## config.mk

```make
export PLATFORM = sky130hd
export DESIGN_NAME = cdb_arbiter
export DESIGN_NICKNAME = d
export VERILOG_FILES = /design/src/rtl/cdb_arbiter_pkg.sv /design/src/rtl/cdb_arbiter_result_fifo.sv /design/src/rtl/cdb_arbiter.sv
export SDC_FILE = /design/constraint.sdc
export NUM_CORES = 1
export LEC_CHECK = 0
export CAP_MARGIN = 20
export CORE_ASPECT_RATIO = 1.75
export CORE_UTILIZATION = 23
export CTS_CLUSTER_SIZE = 20
export DETAILED_ROUTE_END_ITERATION = 8
export PLACE_DENSITY = 0.51
export SLEW_MARGIN = 0
export SYNTH_ARGS = -nofsm -noshare
export SYNTH_HDL_FRONTEND = slang
export SYNTH_SLANG_ARGS = --single-unit
```

## constraint.sdc

```tcl
create_clock -name clk_in -period 5.8 [get_ports clk_in]
set_input_delay 1.16 -clock clk_in [delete_from_list [all_inputs] [get_ports clk_in]]
set_output_delay 1.16 -clock clk_in [all_outputs]
set_load 0.02 [all_outputs]
```

## src/rtl/cdb_arbiter_pkg.sv

```systemverilog
// -----------------------------------------------------------------------------
// cdb_arbiter_pkg
// Shared constants and helpers for the common data bus arbiter.
//   DEF_ROB_BIT     default ROB tag width
//   CDB_FIFO_DEPTH  default entries per source FIFO
//   src_e           bus source encoding (SRC_ALU = 0, SRC_LSB = 1)
//   pick_source()   round-robin winner between the two FIFO heads
// -----------------------------------------------------------------------------
package cdb_arbiter_pkg;

   localparam int DEF_ROB_BIT    = 4;
   localparam int CDB_FIFO_DEPTH = 2;

   typedef enum logic {
      SRC_ALU = 1'b0,
      SRC_LSB = 1'b1
   } src_e;

   // With both heads present the source that did not win last time goes next;
   // with one head present it wins outright. The result is only meaningful
   // when at least one head exists.
   function automatic src_e pick_source(input logic has_alu,
                                        input logic has_lsb,
                                        input src_e last_grant);
      if (has_alu && has_lsb)
         return (last_grant == SRC_ALU) ? SRC_LSB : SRC_ALU;
      else if (has_lsb)
         return SRC_LSB;
      else
         return SRC_ALU;
   endfunction

endpackage

```

## src/rtl/cdb_arbiter_result_fifo.sv

```systemverilog
// -----------------------------------------------------------------------------
// result_fifo
// Circular buffer of completed results for one CDB source.
//   clk_in, rst_in   clock, asynchronous active-high reset
//   push, din        write one entry (caller guarantees !full)
//   pop, dout        remove the head (caller guarantees !empty); dout is the
//                    current head, valid whenever !empty
//   flush            drop every entry; wins over push/pop
//   full, empty      occupancy flags derived from the registered count
// -----------------------------------------------------------------------------
module result_fifo #(
   parameter int WIDTH   = 36,
   parameter int DEPTH   = 2,
   parameter int PTR_BIT = 1
) (
   input  logic             clk_in,
   input  logic             rst_in,
   input  logic             push,
   input  logic             pop,
   input  logic             flush,
   input  logic [WIDTH-1:0] din,
   output logic [WIDTH-1:0] dout,
   output logic             full,
   output logic             empty
);

   localparam logic [PTR_BIT:0] FULL_COUNT = DEPTH[PTR_BIT:0];

   logic [WIDTH-1:0]   mem [DEPTH];
   logic [PTR_BIT-1:0] wr_ptr;
   logic [PTR_BIT-1:0] rd_ptr;
   logic [PTR_BIT:0]   count;

   assign full  = (count == FULL_COUNT);
   assign empty = (count == '0);
   assign dout  = mem[rd_ptr];

   // Pointers wrap for free because DEPTH is a power of two.
   always_ff @(posedge clk_in or posedge rst_in) begin
      if (rst_in) begin
         wr_ptr <= '0;
         rd_ptr <= '0;
         count  <= '0;
      end else if (flush) begin
         wr_ptr <= '0;
         rd_ptr <= '0;
         count  <= '0;
      end else begin
         if (push) wr_ptr <= wr_ptr + 1'b1;
         if (pop)  rd_ptr <= rd_ptr + 1'b1;
         case ({push, pop})
            2'b10:   count <= count + 1'b1;
            2'b01:   count <= count - 1'b1;
            default: count <= count;
         endcase
      end
   end

   // NOTE: storage carries no reset; an entry is only ever read after the
   // count says it was written, so clearing it would cost logic for nothing.
   always_ff @(posedge clk_in) begin
      if (push && !flush) mem[wr_ptr] <= din;
   end

endmodule

```

## src/rtl/cdb_arbiter.sv

```systemverilog
// -----------------------------------------------------------------------------
// cdb_arbiter
// Shares the common data bus between the ALU and the LSB. Each source pushes
// results into its own FIFO; one head per cycle is popped round-robin and
// broadcast from registers.
//   clk_in, rst_in, rdy_in  clock, async active-high reset, global enable
//   rob_clear_up            misprediction flush: empties both FIFOs
//   alu_*                   ALU result in (tag, value, next_pc) / alu_ready
//   lsb_*                   LSB result in (tag, value) / lsb_ready
//   cdb_*                   registered broadcast; cdb_next_pc is 0 for LSB,
//                           cdb_src 0 = ALU, 1 = LSB
// -----------------------------------------------------------------------------
module cdb_arbiter
   import cdb_arbiter_pkg::*;
#(
   parameter int ROB_BIT    = DEF_ROB_BIT,
   parameter int FIFO_DEPTH = CDB_FIFO_DEPTH,
   parameter int PTR_BIT    = 1
) (
   input  logic               clk_in,
   input  logic               rst_in,
   input  logic               rdy_in,
   input  logic               rob_clear_up,
   input  logic               alu_valid,
   input  logic [ROB_BIT-1:0] alu_rob_entry,
   input  logic [31:0]        alu_value,
   input  logic [31:0]        alu_next_pc,
   output logic               alu_ready,
   input  logic               lsb_valid,
   input  logic [ROB_BIT-1:0] lsb_rob_entry,
   input  logic [31:0]        lsb_value,
   output logic               lsb_ready,
   output logic               cdb_valid,
   output logic [ROB_BIT-1:0] cdb_rob_entry,
   output logic [31:0]        cdb_value,
   output logic [31:0]        cdb_next_pc,
   output logic               cdb_src
);

   localparam int ALU_W = ROB_BIT + 64;
   localparam int LSB_W = ROB_BIT + 32;

   logic [ALU_W-1:0] alu_din, alu_dout;
   logic [LSB_W-1:0] lsb_din, lsb_dout;
   logic             alu_full, alu_empty, lsb_full, lsb_empty;
   logic             active, flush;
   logic             alu_push, lsb_push, alu_pop, lsb_pop;
   logic             any_head;
   src_e             winner;
   src_e             last_grant;

   assign active = rdy_in && !rob_clear_up;
   assign flush  = rdy_in &&  rob_clear_up;

   // Ready looks only at registered occupancy: a full FIFO refuses a push even
   // when its head leaves on the same edge.
   assign alu_ready = active && !alu_full;
   assign lsb_ready = active && !lsb_full;
   assign alu_push  = alu_valid && alu_ready;
   assign lsb_push  = lsb_valid && lsb_ready;

   assign any_head = !alu_empty || !lsb_empty;
   assign winner   = pick_source(!alu_empty, !lsb_empty, last_grant);
   assign alu_pop  = active && any_head && (winner == SRC_ALU);
   assign lsb_pop  = active && any_head && (winner == SRC_LSB);

   assign alu_din = {alu_rob_entry, alu_value, alu_next_pc};
   assign lsb_din = {lsb_rob_entry, lsb_value};

   result_fifo #(.WIDTH(ALU_W), .DEPTH(FIFO_DEPTH), .PTR_BIT(PTR_BIT)) u_alu_fifo (
      .clk_in (clk_in),
      .rst_in (rst_in),
      .push   (alu_push),
      .pop    (alu_pop),
      .flush  (flush),
      .din    (alu_din),
      .dout   (alu_dout),
      .full   (alu_full),
      .empty  (alu_empty)
   );

   result_fifo #(.WIDTH(LSB_W), .DEPTH(FIFO_DEPTH), .PTR_BIT(PTR_BIT)) u_lsb_fifo (
      .clk_in (clk_in),
      .rst_in (rst_in),
      .push   (lsb_push),
      .pop    (lsb_pop),
      .flush  (flush),
      .din    (lsb_din),
      .dout   (lsb_dout),
      .full   (lsb_full),
      .empty  (lsb_empty)
   );

   // Broadcast register. With rdy_in low everything holds so downstream
   // consumers, which also gate on rdy_in, see each broadcast exactly once.
   // The payload fields hold when nothing is granted; only cdb_valid drops.
   // NOTE: sequential state uses non-blocking assignments so every register
   // samples pre-edge values regardless of statement order.
   always_ff @(posedge clk_in or posedge rst_in) begin
      if (rst_in) begin
         last_grant    <= SRC_LSB;
         cdb_valid     <= 1'b0;
         cdb_rob_entry <= '0;
         cdb_value     <= '0;
         cdb_next_pc   <= '0;
         cdb_src       <= SRC_ALU;
      end else if (rdy_in) begin
         if (rob_clear_up || !any_head) begin
            cdb_valid <= 1'b0;
         end else begin
            last_grant <= winner;
            cdb_valid  <= 1'b1;
            cdb_src    <= winner;
            if (winner == SRC_LSB) begin
               cdb_rob_entry <= lsb_dout[LSB_W-1:32];
               cdb_value     <= lsb_dout[31:0];
               cdb_next_pc   <= '0;
            end else begin
               cdb_rob_entry <= alu_dout[ALU_W-1:64];
               cdb_value     <= alu_dout[63:32];
               cdb_next_pc   <= alu_dout[31:0];
            end
         end
      end
   end

endmodule
```

# [After elaboration in Yosys (flattened, before gate mapping)]
# Memory sizes are Yosys's and may differ from the RTL's.
# Cells that the tools add are included.
[word_totals] regBits=79 inputBits=110 memories=2 out_inout_bits=72 elab_cells=83 ramBits=208
[memory_table] name="u_alu_fifo.mem" words=2 width=68 read_ports=1 rd_ports_with_merged_regs=0 wr=1 line_no="cdb_arbiter_result_fifo.sv:29" text="logic [WIDTH-1:0] mem [DEPTH];"
[memory_table] name="u_lsb_fifo.mem" words=2 width=36 read_ports=1 rd_ports_with_merged_regs=0 wr=1 line_no="cdb_arbiter_result_fifo.sv:29"
[classes] mux=23 eq_ne=6 addsub=8 bitwise=2 n_reduce_logical=30
[ops] op="$mux 32" n=2
[ops] op="$mux 1" n=16
[ops] op="$logic_and 1x1->1" n=12
[ops] op="$eq 2x2->1 const B" n=4
[ops] op="$pmux 2 s2" n=2
[ops] op="$reduce_bool 2->1" n=4
[ops] op="$logic_not 1->1" n=7
[ops] op="$reduce_bool 3->1" n=2
[ops] op="$add 1x1->1 const B" n=4
[ops] op="$add 2x1->2 const B" n=2
[ops] op="$eq 2x1->1 const B" n=2
[ops] op="$logic_not 2->1" n=2
[ops] op="$mux 2" n=2
[ops] op="$mux 4" n=1
[ops] op="$sub 2x1->2 const B" n=2
[ops] op="$logic_or 1x1->1" n=2
[ops] op="$not 1->1" n=2
[ops] op="$reduce_and 2->1" n=1

# [Longest topological paths before layout]
[depth] word_depth=9 ltp_mapped=7 ltp_nobuf=4

# [Hierarchy]
# Synthesis repeated with hierarchy kept, for this count alone.
[unflattened] cells_unflattened=582 hier_area_um2=11043.1
[modules_own_cells] module="result_fifo at u_alu_fifo" area_each_um2=5165.0 seq_area_each_um2=4184.0 cells_per_inst=234 n_inst=1
[modules_own_cells] module="result_fifo at u_lsb_fifo" area_each_um2=2947.8 seq_area_each_um2=2262.2 cells_per_inst=134 n_inst=1
[modules_own_cells] module="cdb_arbiter" area_each_um2=2930.3 seq_area_each_um2=1778.0 cells_per_inst=214 n_inst=1

# [Worst setup path after synthesis]
# No wires, ideal clock.
[synth_path] path_kind="input -> register" start="input port rob_clear_up" end="memory u_alu_fifo.mem[0][0] (netlist name), enable pin" setup_slack_ns=0.498 arrival_time_ns=4.808 path_stages=5 setup_time_ns=0.494 n_path_buf=1 t_required_ns=5.306 path_cell_list="buf_2 nand2b_1 nor2_1 nand2_1 nor2_1"
[synth_between] elab_chain_cells=7 word_cells_on_any_way=9 cone_classes="mux: 2; reduce/logical: 7"
[synth_rtl] item="from (decl)" line_no="cdb_arbiter.sv:23" text="input logic rob_clear_up,"
[synth_rtl] item="$logic_not 1->1" line_no="cdb_arbiter.sv:52" text="assign active = rdy_in && !rob_clear_up;"
[synth_rtl] item="$logic_and 1x1->1" line_no="cdb_arbiter.sv:52"
[synth_rtl] item="$logic_and 1x1->1" line_no="cdb_arbiter.sv:57" text="assign alu_ready = active && !alu_full;"
[synth_rtl] item="via alu_ready" line_no="cdb_arbiter.sv:28" text="output logic alu_ready,"
[synth_rtl] item="$logic_and 1x1->1" line_no="cdb_arbiter.sv:59" text="assign alu_push = alu_valid && alu_ready;"
[synth_rtl] item="$logic_and 1x1->1" line_no="cdb_arbiter_result_fifo.sv:62" text="if (push && !flush) mem[wr_ptr] <= din;"
[synth_rtl] item="$mux 1" line_no="cdb_arbiter_result_fifo.sv:62"
[synth_rtl] item="$mux 1 (not written as such)" line_no="cdb_arbiter_result_fifo.sv:62"
[synth_rtl] item="to (decl)" line_no="cdb_arbiter_result_fifo.sv:29"
# The timed path passes the listed nets, and every way through them passes these cells.

# [Final worst setup path]
[layout_path] start="input port rdy_in" end="output port lsb_ready"
[layout_between] elab_chain_cells=2
[layout_rtl] item="from (decl)" line_no="cdb_arbiter.sv:22" text="input logic rdy_in,"
[layout_rtl] item="$logic_and 1x1->1" line_no="cdb_arbiter.sv:52"
[layout_rtl] item="$logic_and 1x1->1" line_no="cdb_arbiter.sv:58" text="assign lsb_ready = active && !lsb_full;"
[layout_rtl] item="to (decl)" line_no="cdb_arbiter.sv:32" text="output logic lsb_ready,"
# Every way passes these cells.

==> out/results.ini <==
[global_route]
grt_pass1_vias=6263
antenna_found_initial=2
overflow=0
grt_use_total_pct=10.8
grt_max_degree=69
grt_pass1_wl_um=37400

[floorplanning]
dieWidth_um=165
chipHeight_um=287
row_count=104
initial_utilization_pct=23.3
dieArea_um2=47200
coreArea_um2=45800
io_pins=182

[synthesis]
seq_area_frac_synth_pct=77.2
synth_fp_nets=734
avgSynthCellArea_um2=17.1
yosys_warnings=0
synth_cell_types=38
async_flop_share_pct=27.5
syn_area_um2=10700
ys_seq_elements=287
synth_edf_count=208
synthCells=624
synth_ff_type=edfxtp_1

[sta]
drv_slew=0
setup-violations-final=0
skew_ps=19.5
worst_pin_slew_ps=1000
fmax_mhz=236
hold_violations=0
setup_tns_ps=0
relSlewSlack_pct=33.0
rsz0062_at_grt=no
layout_min_cycle_time_ps=4240
fin_crit_sh_pct=73.0

[critical_path]
worstSetupPathType=in2out
worstSetupStartpointType=input port
cp.required_ps=4640
end_kind=output pin
cpPeakStageDelay_ps=690
critPathSlowestCell=clkdlybuf4s50_1
reg2reg_from=u_alu_fifo.count[1]
cp-startpoint=rdy_in
cpMostUsedCell=clkdlybuf4s50_1
crit_arrival_ps=3080
crit_chain=clkdlybuf4s50_1 > and2b_2 > and2_1 > clkdlybuf4s50_1
rrSetupSlack_ps=3240
cp_max_fo=9

[cells_and_area]
layout_common_cells=edfxtp_1, clkdlybuf4s50_1, mux2i_1, dfrtp_1, o21ai_0
fillers=4585
layout.nets=921
final_common_cell=edfxtp_1
drive_gt1_share_pct=8.16
design_area_um2=14100
area_growth_pct=32.4

[cts]
holdBufCountCts=0
cts_sinks=287
tritoncts=done
clk_pin_slew_worst_paths_ps=60
post_cts_resize_count=0
h-tree-depth=1
clk_latency_ps=560
ctsLongestPathBuffers=3
cts_setup_buffers=0
numCtsBuffers=28
root_buffer=clkbuf_16

[drt]
routed.top_layer=met4
routed_wirelength_um=25700
vias_per_cell=4.15
wl_per_cell_um=18.1
wl_met2_um=14100
drt_iter0_drc=154
wl_met1_um=9730
drc_errors=0
met3_length_um=1230
num_vias=5884
firstDrtPassIters=4
ant_nets=0

[placed_design]
routabilityCongestion=0.741
portBuffers=181
place_hpwl_um=15900
dpl_cell_area_um2=13100

[min_path]
hp-start=cdb_next_pc[20]
hp-class=reg2reg

[power]
power_leakage_nw=4.84
p_per_area_nw_per_um2=428
ir_drop_v=0.000179

[run_status]
run_status=finished, final reports clean

[flow_run]
max_cap_violations=0

-- layout make-up --
type / instances / area [um2] / share of cell area (%)
antenna: 1 / 2.50 / 0.0177
inverter: 3 / 13.8 / 0.0976
tap: 583 / 729 / 5.17
clock inverter: 13 / 174 / 1.23
sequential: 287 / 8230 / 58.3
multi-input combinational: 298 / 2230 / 15.8
clock buffer: 39 / 793 / 5.62
timing repair buffer: 193 / 1930 / 13.7
-- synthesized netlist by cell type (3+ instances only) --
master | number | area [um2]
a2bb2oi_1 | 36 | 315
clkbuf_1 | 15 | 56.3
a21oi_1 | 5 | 25.0
inv_1 | 3 | 11.3
buf_2 | 10 | 50.1
edfxtp_1 | 208 | 6250
nand2_1 | 39 | 146
buf_6 | 10 | 113
o21ai_1 | 18 | 90.1
mux2i_1 | 105 | 1050
o21ai_0 | 59 | 295
nor2_1 | 5 | 18.8
nand2b_1 | 5 | 31.3
dfrtp_1 | 78 | 1950
-- critical path, delay by kind of cell --
family        cells  cell delay (ps)
simple gates      2              560
buf+inv           2             1360
-- stage by stage --
step	total power [mW]	std cells	utilization, %	setup slack [ps]	hold WS, ps
global route	6.33	1417	30.8	1420	512
global placement	4.17	1362	28.6	1570	460
floorplan	3.46	624	-	498	465
detailed placement	4.20	1362	28.6	1570	469
finish	6.03	1417	30.8	1560	473
CTS	6.14	1414	30.7	1530	483
-- cells by family (layout without fill, tap and decap cells) --
group | after synthesis | in the layout | share of synthesized area, %
AOI/OAI and AO/OA | 133 | 133 | 8.13
and+or+nand+nor | 59 | 59 | 2.51
xor gates and xnor gates | 1 | 1 | 0.0822
buffers and inverters | 39 | 248 | 2.20
DFF | 287 | 287 | 77.2
muxes | 105 | 105 | 9.87
other | 0 | 1 | 0
-- per-layer routing --
layer / vias to the layer above / GRT usage [%]
li1: 2754 / -
met1: 2951 / 11.5
met2: 137 / 20.4
met3: 42 / 2.18
met4: 0 / 3.83
met5: - / 0
-- sequential cells by signal (all words and copies together), names as in the netlist --
signal	flops
cdb_rob_entry	4
u_lsb_fifo.rd_ptr	1
last_grant	1
u_lsb_fifo.count	2
u_lsb_fifo.mem	72
u_alu_fifo.mem	136
u_alu_fifo.wr_ptr	1
cdb_value	32
cdb_next_pc	32
cdb_valid	1
cdb_src	1
u_alu_fifo.rd_ptr	1
u_alu_fifo.count	2
u_lsb_fifo.wr_ptr	1
-- power by group --
group	switching, mW	internal (mW)	leakage [nW]
sequential	0.226	2.49	2.89
combinational	0.704	0.699	1.49
clock	0.783	1.13	0.453
-- final timing paths --
path / end / depth (start not counted)
worst min-delay path: cdb_next_pc[20] / 2
worst min register to register: cdb_next_pc[20] / 2
min in group asynchronous: cdb_next_pc[24] / 2
max in group asynchronous: u_alu_fifo.rd_ptr / 3
worst max register to register: u_alu_fifo.mem[1][34] / 4
worst max-delay path: lsb_ready / 4
Power figures use the tool's default switching activity.
